`config.mk`:
```
export PLATFORM = sky130hd
export DESIGN_NAME = ifetch_line_buffer
export DESIGN_NICKNAME = d
export VERILOG_FILES = /design/src/rtl/ifetch_line_buffer.sv
export SDC_FILE = /design/constraint.sdc
export NUM_CORES = 1
export LEC_CHECK = 0
export CORE_MARGIN = 2
export CORE_UTILIZATION = 30
export CTS_BUF_LIST = sky130_fd_sc_hd__clkbuf_8
export DETAILED_ROUTE_END_ITERATION = 10
export PLACE_DENSITY = 0.55
export SLEW_MARGIN = 20
export SYNTH_ARGS = -nofsm -noshare
export SYNTH_HDL_FRONTEND = slang
export SYNTH_SLANG_ARGS = --single-unit
```
`constraint.sdc`:
```
create_clock -name clk -period 2.5 [get_ports clk]
set_input_delay 0.25 -clock clk [delete_from_list [all_inputs] [get_ports clk]]
set_output_delay 0.25 -clock clk [all_outputs]
set_load 0.02 [all_outputs]
```
`src/rtl/ifetch_line_buffer.sv`:
```
// Instruction fetch line buffer: holds one 128-bit I-cache line and
// streams its 16-bit words to decode, refilling on line exhaustion or redirect.
module ifetch_line_buffer (
    input  logic         clk,
    input  logic         reset_n,
    input  logic         stall,
    input  logic         redirect,
    input  logic [15:0]  redirect_pc,
    output logic         mem_read,
    output logic [15:0]  mem_address,
    input  logic [127:0] mem_rdata,
    input  logic         mem_resp,
    output logic         instr_valid,
    output logic [15:0]  instr,
    output logic [15:0]  instr_pc
);

    typedef enum logic [1:0] {
        FETCH   = 2'd0,
        HOLD    = 2'd1,
        DISCARD = 2'd2
    } state_t;

    state_t         state;
    logic [15:0]    pc;
    logic [127:0]   line;
    logic [11:0]    tag;
    logic           line_valid;
    logic [11:0]    req_tag;

    logic [15:0]    new_pc;
    logic [6:0]     word_lsb;
    logic           line_hit;
    logic           advance;

    assign new_pc   = {redirect_pc[15:1], 1'b0};
    assign word_lsb = {pc[3:1], 4'b0000};
    assign line_hit = line_valid && (redirect_pc[15:4] == tag);

    assign instr_valid = (state == HOLD) && line_valid && (tag == pc[15:4]);
    assign instr       = line[word_lsb +: 16];
    assign instr_pc    = pc;
    assign advance     = instr_valid && !stall && !redirect;

    // DISCARD keeps presenting the abandoned request's address until it returns
    assign mem_read    = (state != HOLD);
    assign mem_address = (state == DISCARD) ? {req_tag, 4'b0000}
                                            : {pc[15:4], 4'b0000};

    always_ff @(posedge clk or negedge reset_n) begin
        if (!reset_n) begin
            state      <= FETCH;
            pc         <= 16'h0000;
            line       <= '0;
            tag        <= '0;
            line_valid <= 1'b0;
            req_tag    <= '0;
        end else begin
            unique case (state)
                FETCH: begin
                    req_tag <= pc[15:4];
                    if (redirect) begin
                        pc         <= new_pc;
                        line_valid <= 1'b0;
                        state      <= mem_resp ? FETCH : DISCARD;
                    end else if (mem_resp) begin
                        line       <= mem_rdata;
                        tag        <= pc[15:4];
                        line_valid <= 1'b1;
                        state      <= HOLD;
                    end
                end
                HOLD: begin
                    if (redirect) begin
                        pc <= new_pc;
                        if (!line_hit) begin
                            line_valid <= 1'b0;
                            state      <= FETCH;
                        end
                    end else if (advance) begin
                        pc <= pc + 16'd2;
                        if (pc[3:1] == 3'b111) begin
                            line_valid <= 1'b0;
                            state      <= FETCH;
                        end
                    end
                end
                DISCARD: begin
                    if (redirect) begin
                        pc <= new_pc;
                    end
                    if (mem_resp) begin
                        state <= FETCH;
                    end
                end
                default: state <= FETCH;
            endcase
        end
    end

endmodule
```
== Word-level counts from Yosys, hierarchy flattened ==
Cells that the tools add are included.
Cells by class
  $add $sub $neg: 1
  eq/ne operators: 12
  shift-type cells: 1
  mux-type cells: 21
  bitwise operators: 1
  reduce and logical (&&, ||, !) cells: 15
Operators with widths (number)
  128-bit by 8-bit variable part select with 16-bit output: 1
  16-bit two-way mux: 4
  16-bit one-hot mux with 2 select lines: 1
  12-bit == test: 2
  16-bit by 2-bit adder with 16-bit output (second input constant): 1
  2-bit two-way mux: 8
  5-bit AND reduction: 2
  3-bit != test (second input constant): 3
  1-bit two-way mux: 6
  2-bit one-hot mux with 3 select lines: 1
  3-bit AND reduction: 2
  1-bit logical AND: 5
  2-bit by 1-bit != test with 1-bit output (second input constant): 2
  2-bit nonzero test: 2
  3-bit == test (second input constant): 1
  3-bit by 2-bit != test with 1-bit output (second input constant): 1
  2-bit by 1-bit == test with 1-bit output (second input constant): 1
  2-bit == test (second input constant): 1
  1-bit logical NOT: 2
  2-bit logical NOT: 1
  2-bit != test (second input constant): 1
  1-bit one-hot mux with 2 select lines: 1
  2-bit OR reduction: 1
  1-bit inverter: 1
Storage, ports and cells
  flip-flop bits (word level): 171
  word-level logic and storage cells: 57

== Longest topological paths before layout ==
  word-level depth: 8
  gate-level depth with buffers: 7

== Worst setup path after synthesis ==
No wires, ideal clock.
  path type: flip-flop to output port
  start: register pc[1], in the netlist instr_pc[1]
  end: output instr[0]
  arrival time: 1.903 ns
  data required time: 2.250 ns
  path slack: 0.347 ns
  stages on the path, launching flop included: 5
  buffers on the path: 2
  cells stage by stage: dfrtp_1 > buf_2 > buf_2 > mux4_2 > mux2_2
Between the ends
  longest elaborated chain between the ends: 1
RTL lines
  from (decl): RTL line 25  | logic [15:0] pc;
  from (signal assigned): RTL line 63  | pc <= new_pc;
  from (signal assigned): RTL line 75  | pc <= new_pc;
  from (signal assigned): RTL line 81  | pc <= pc + 16'd2;
  128-bit by 8-bit variable part select with 16-bit output: RTL line 41  | assign instr = line[word_lsb +: 16];
  to (decl): RTL line 14  | output logic [15:0] instr,
No other way between the ends.

== Worst setup path after layout ==
  start: register tag[3]
  end: output instr_valid
Between the ends
  longest elaborated chain between the ends: 2
RTL lines
  from (decl): RTL line 27  | logic [11:0] tag;
  from (signal assigned): RTL line 68  | tag <= pc[15:4];
  12-bit == test: RTL line 40  | assign instr_valid = (state == HOLD) && line_valid && (tag == pc[15:4]);
  1-bit logical AND: RTL line 40
  to (decl): RTL line 13  | output logic instr_valid,
No other way between the ends.

==> metrics.log <==
INFO  metric result_of_the_run = completed
INFO  metric yosysWarnings = 0
INFO  metric timing.critical_path.fanout_max = 3
INFO  metric max-cap-violations = 0
INFO  metric layout_worst_path_cycle_share = 96.55%
INFO  metric power-per-cell-area = 751.4 nW/um2
INFO  metric drt_iter0_markers = slightly above 300
INFO  metric syn_to_final_growth = 36.15%
INFO  metric crit-reg2reg-launch = instr_pc[1]
INFO  metric port-buffer-count = between 150 and 200
INFO  metric grt_usage = between 10% and 20%
INFO  metric yosys.area.top_type_share = 51.62%
INFO  metric synthArstFlopShare = 100.0%
INFO  metric totalNegativeSetupSlack = 0 ns
INFO  metric synth_largest_area_cell = sky130_fd_sc_hd__dfrtp_1
INFO  metric clk_latency = between 0.4 and 0.5 ns
INFO  metric cts_made_buffers = 17
INFO  metric synthesis.instances = 579
INFO  metric seqCellArea = around 4300 um2
INFO  metric critPathLaunchType = register
INFO  metric yosys.area_share.adder = less than 1%
INFO  metric synth_simple_gate_area_share = 6.467%
INFO  metric pin_count = between 150 and 200
INFO  metric die_y = ~170 um
INFO  metric final-instance-count-excl-fill = around 1,100
INFO  metric grt-ovfl-total = 0
INFO  metric drive_gt1_share = 38.50%
INFO  metric max-slew-margin-rel = 58.97%
INFO  metric clk_pin_slew = ~0.09 ns
INFO  metric final.setup_skew = around 0.012 ns
INFO  metric final_max_slew_viol_count = 0
INFO  metric worst_setup_path_startpoint = tag[3]
INFO  metric leakagePower = ~4.6 nW
INFO  metric cts_max_level = 4
INFO  metric area_used_by_multi_input_combinational_logic = around 3800 um2
INFO  metric synth_top_family_by_area = multiplexers
INFO  metric synth_mux_area_share = between 30 and 40%
INFO  metric floorplan.rows = 60
INFO  metric netlist_top_cells_count = 180 x sky130_fd_sc_hd__mux2_2, 170 x sky130_fd_sc_hd__dfrtp_1, 32 x sky130_fd_sc_hd__mux4_2
INFO  metric vdd_drop_max = roughly 320 uV
INFO  metric dp.final_hpwl = 17,620 um
INFO  metric layout.filler_cells = 2,454
INFO  metric kind_of_path_behind_the_tightest_hold_check = in2async
INFO  metric yosys.area_share.xor_xnor = under 10%
INFO  metric yosysUniqueCellTypes = between 40 and 50
INFO  metric detail_route.wirelength = 23,110 um
INFO  metric drt_pass1_iterations = 5
INFO  metric yosys.cell_count.top_type = sky130_fd_sc_hd__mux2_2
INFO  metric time_the_final_worst_path_needs_with_i_o_delays_and_setup = 2.414 ns
INFO  metric finalSetupViolations = 0
INFO  metric grt_antenna_before_repair = 7
INFO  metric tritoncts_clock_tree = yes
INFO  metric timing.critical_path.arrival = between 2 and 2.5 ns
INFO  metric worst_setup_path_end_kind = primary output
INFO  metric finalHoldViolations = 0
INFO  metric synth_top_flop_cell = sky130_fd_sc_hd__dfrtp_1
INFO  metric synth-compound-area-share = ~2.8%
INFO  metric detail_route.wl_per_cell = 20.20 um
INFO  metric syn-mean-instance-area = around 14 um2
INFO  metric die_area = between 20,000 and 30,000 um2
INFO  metric worst_pin_slew = 0.6154 ns
INFO  metric post_synth_edffs = 0
INFO  metric seq_area_frac_synth = between 50% and 60%
INFO  metric synth_seq_cells = 170
INFO  metric grt_first_pass_wirelength = around 36,000 um
INFO  metric vias = 5,635
INFO  metric routability_congestion_estimate = around 0.90
INFO  metric grt_start_max_net_pins = a little under 60
INFO  metric ant_nets = 0
INFO  metric post_synth_main_area_contributors = sky130_fd_sc_hd__dfrtp_1 52%, sky130_fd_sc_hd__mux2_2 25%, sky130_fd_sc_hd__mux4_2 8.7%, sky130_fd_sc_hd__xnor2_1 1.8%, sky130_fd_sc_hd__buf_2 1.8%
INFO  metric cts_buffer_depth = 2
INFO  metric placed_cells_incl_taps = around 1,100
INFO  metric vias_per_cell = 4.926
INFO  metric cts.sink_count = 170
INFO  metric grt_pass1_vias = about 6,200
INFO  metric fp.dieW = ~170 um
INFO  metric root_buffer = sky130_fd_sc_hd__clkbuf_8
INFO  metric drc = 0
INFO  metric worst_ep_required_time = roughly 2.3 ns
INFO  metric floorplan.core_area = about 27,000 um2
INFO  metric start_util = just over 30%
INFO  metric critPathKind = reg2out
INFO  metric rsz0062_at_grt = yes
INFO  metric final_nets = 938
INFO  metric timing.fmax = between 400 and 500 MHz
INFO  metric synth_area = just over 8000 um2
-- flip-flops by register name (all words and copies together), names as in the netlist --
| register | count |
|---|---|
| req_tag | 12 |
| state | 2 |
| instr_pc | 15 |
| tag | 12 |
| line | 128 |
| line_valid | 1 |
-- cells in the final DEF, fill, tap and decap left out, types with 2 or more instances in the layout --
cell / instances
sky130_fd_sc_hd__nand2_1: 15
sky130_fd_sc_hd__xor2_1: 7
sky130_fd_sc_hd__mux2_2: 179
sky130_fd_sc_hd__o22ai_1: 4
sky130_fd_sc_hd__buf_6: 5
sky130_fd_sc_hd__and3_1: 6
sky130_fd_sc_hd__o32a_1: 2
sky130_fd_sc_hd__nor2_1: 17
sky130_fd_sc_hd__inv_6: 4
sky130_fd_sc_hd__inv_8: 3
sky130_fd_sc_hd__dlymetal6s2s_1: 13
sky130_fd_sc_hd__nor4_1: 6
sky130_fd_sc_hd__mux4_2: 32
sky130_fd_sc_hd__and4b_1: 2
sky130_fd_sc_hd__o21ai_0: 4
sky130_fd_sc_hd__nor2b_1: 4
sky130_fd_sc_hd__clkinv_8: 2
sky130_fd_sc_hd__a31oi_1: 2
sky130_fd_sc_hd__a21oi_1: 10
sky130_fd_sc_hd__nand2b_1: 3
sky130_fd_sc_hd__dfrtp_1: 168
sky130_fd_sc_hd__clkdlybuf4s50_1: 161
sky130_fd_sc_hd__clkinvlp_4: 3
sky130_fd_sc_hd__buf_4: 23
sky130_fd_sc_hd__a2bb2oi_1: 4
sky130_fd_sc_hd__xnor2_1: 16
sky130_fd_sc_hd__clkbuf_8: 18
sky130_fd_sc_hd__o211ai_1: 3
sky130_fd_sc_hd__and2_1: 2
sky130_fd_sc_hd__dfrtp_2: 2
sky130_fd_sc_hd__nor3_1: 13
sky130_fd_sc_hd__conb_1: 5
sky130_fd_sc_hd__diode_2: 3
sky130_fd_sc_hd__buf_2: 14
sky130_fd_sc_hd__buf_12: 11
sky130_fd_sc_hd__nand4_1: 7
sky130_fd_sc_hd__nand3_1: 4
sky130_fd_sc_hd__ha_1: 2
-- stage by stage --
stage	util [%]	setup slack (ns)	total power [mW]	hold WS, ns	area [um2]
3_5_place_dp	39.76	0.1736	6.581	0.2619	10720
3_3_place_gp	39.76	0.1720	6.511	0.2519	10720
2_1_floorplan	-	0.3468	5.351	-0.04559	8257
6_report	41.63	0.08623	8.432	0.3216	11220
4_1_cts	41.35	-0.04903	8.566	0.3202	11140
5_1_grt	41.62	-0.007358	8.928	0.3455	11220
-- area by class of cell --
class                      count  area share [%]
clock inverter                14           1.405
antenna                        3         0.06690
multi-input combinational    368           33.74
timing repair buffer         230           20.84
clock buffer                  18           2.208
sequential                   170           37.93
tap                          341           3.802
-- worst paths after layout --
check | to | slack, ns | depth (start not counted)
min reg2reg | line[35] | 0.51 | 1
min | req_tag[11] | 0.32 | 2
max reg2reg | instr_pc[13] | 0.42 | 8
min in group clk | state[1] | 0.39 | 2
max in group asynchronous | line[115] | 1.47 | 3
max | instr_valid | 0.09 | 5
-- worst max-delay path, cell delays in order, from the launching register on --
cell and delay [ns]:
sky130_fd_sc_hd__dfrtp_1 0.43, sky130_fd_sc_hd__xnor2_1 0.25, sky130_fd_sc_hd__nand4_1 0.15, sky130_fd_sc_hd__nor4b_2 0.32
sky130_fd_sc_hd__and3_1 0.25, sky130_fd_sc_hd__clkdlybuf4s15_1 0.32
-- power by group --
part	total, mW	switching (mW)	internal, mW
clock	1.99	1.13	0.859
sequential	3.74	0.371	3.37
combinational	2.71	1.15	1.55
total	8.43	2.65	5.78
-- cells by family (layout without fill, tap and decap cells) --
logic type                 count (synthesis)  in the layout
other                                      1              8
and+or+nand+nor                           91             91
buffers and inverters                     45            262
adders and majority gates                  2              2
muxes                                    212            212
DFF                                      170            170
xor gates and xnor gates                  24             24
AOI/OAI and AO/OA                         34             34
-- metal layers --
layer  vias up  wire [um]  GRT usage [%]
met3        28       2516          7.999
met2       216      11130          27.33
met4         6        277          3.828
li1       2557          -              -
met1      2828       9152          19.29
met5         -         32              0
-- timing repair --
item,CTS,global route
resized for setup,66,32
cloned,0,1
hold buffers,1,0
setup endpoints to repair,17,21
hold endpoints to repair,54,0
setup buffers,4,1
pin swaps,0,0
No activity file was read; power rests on OpenSTA's default activity.
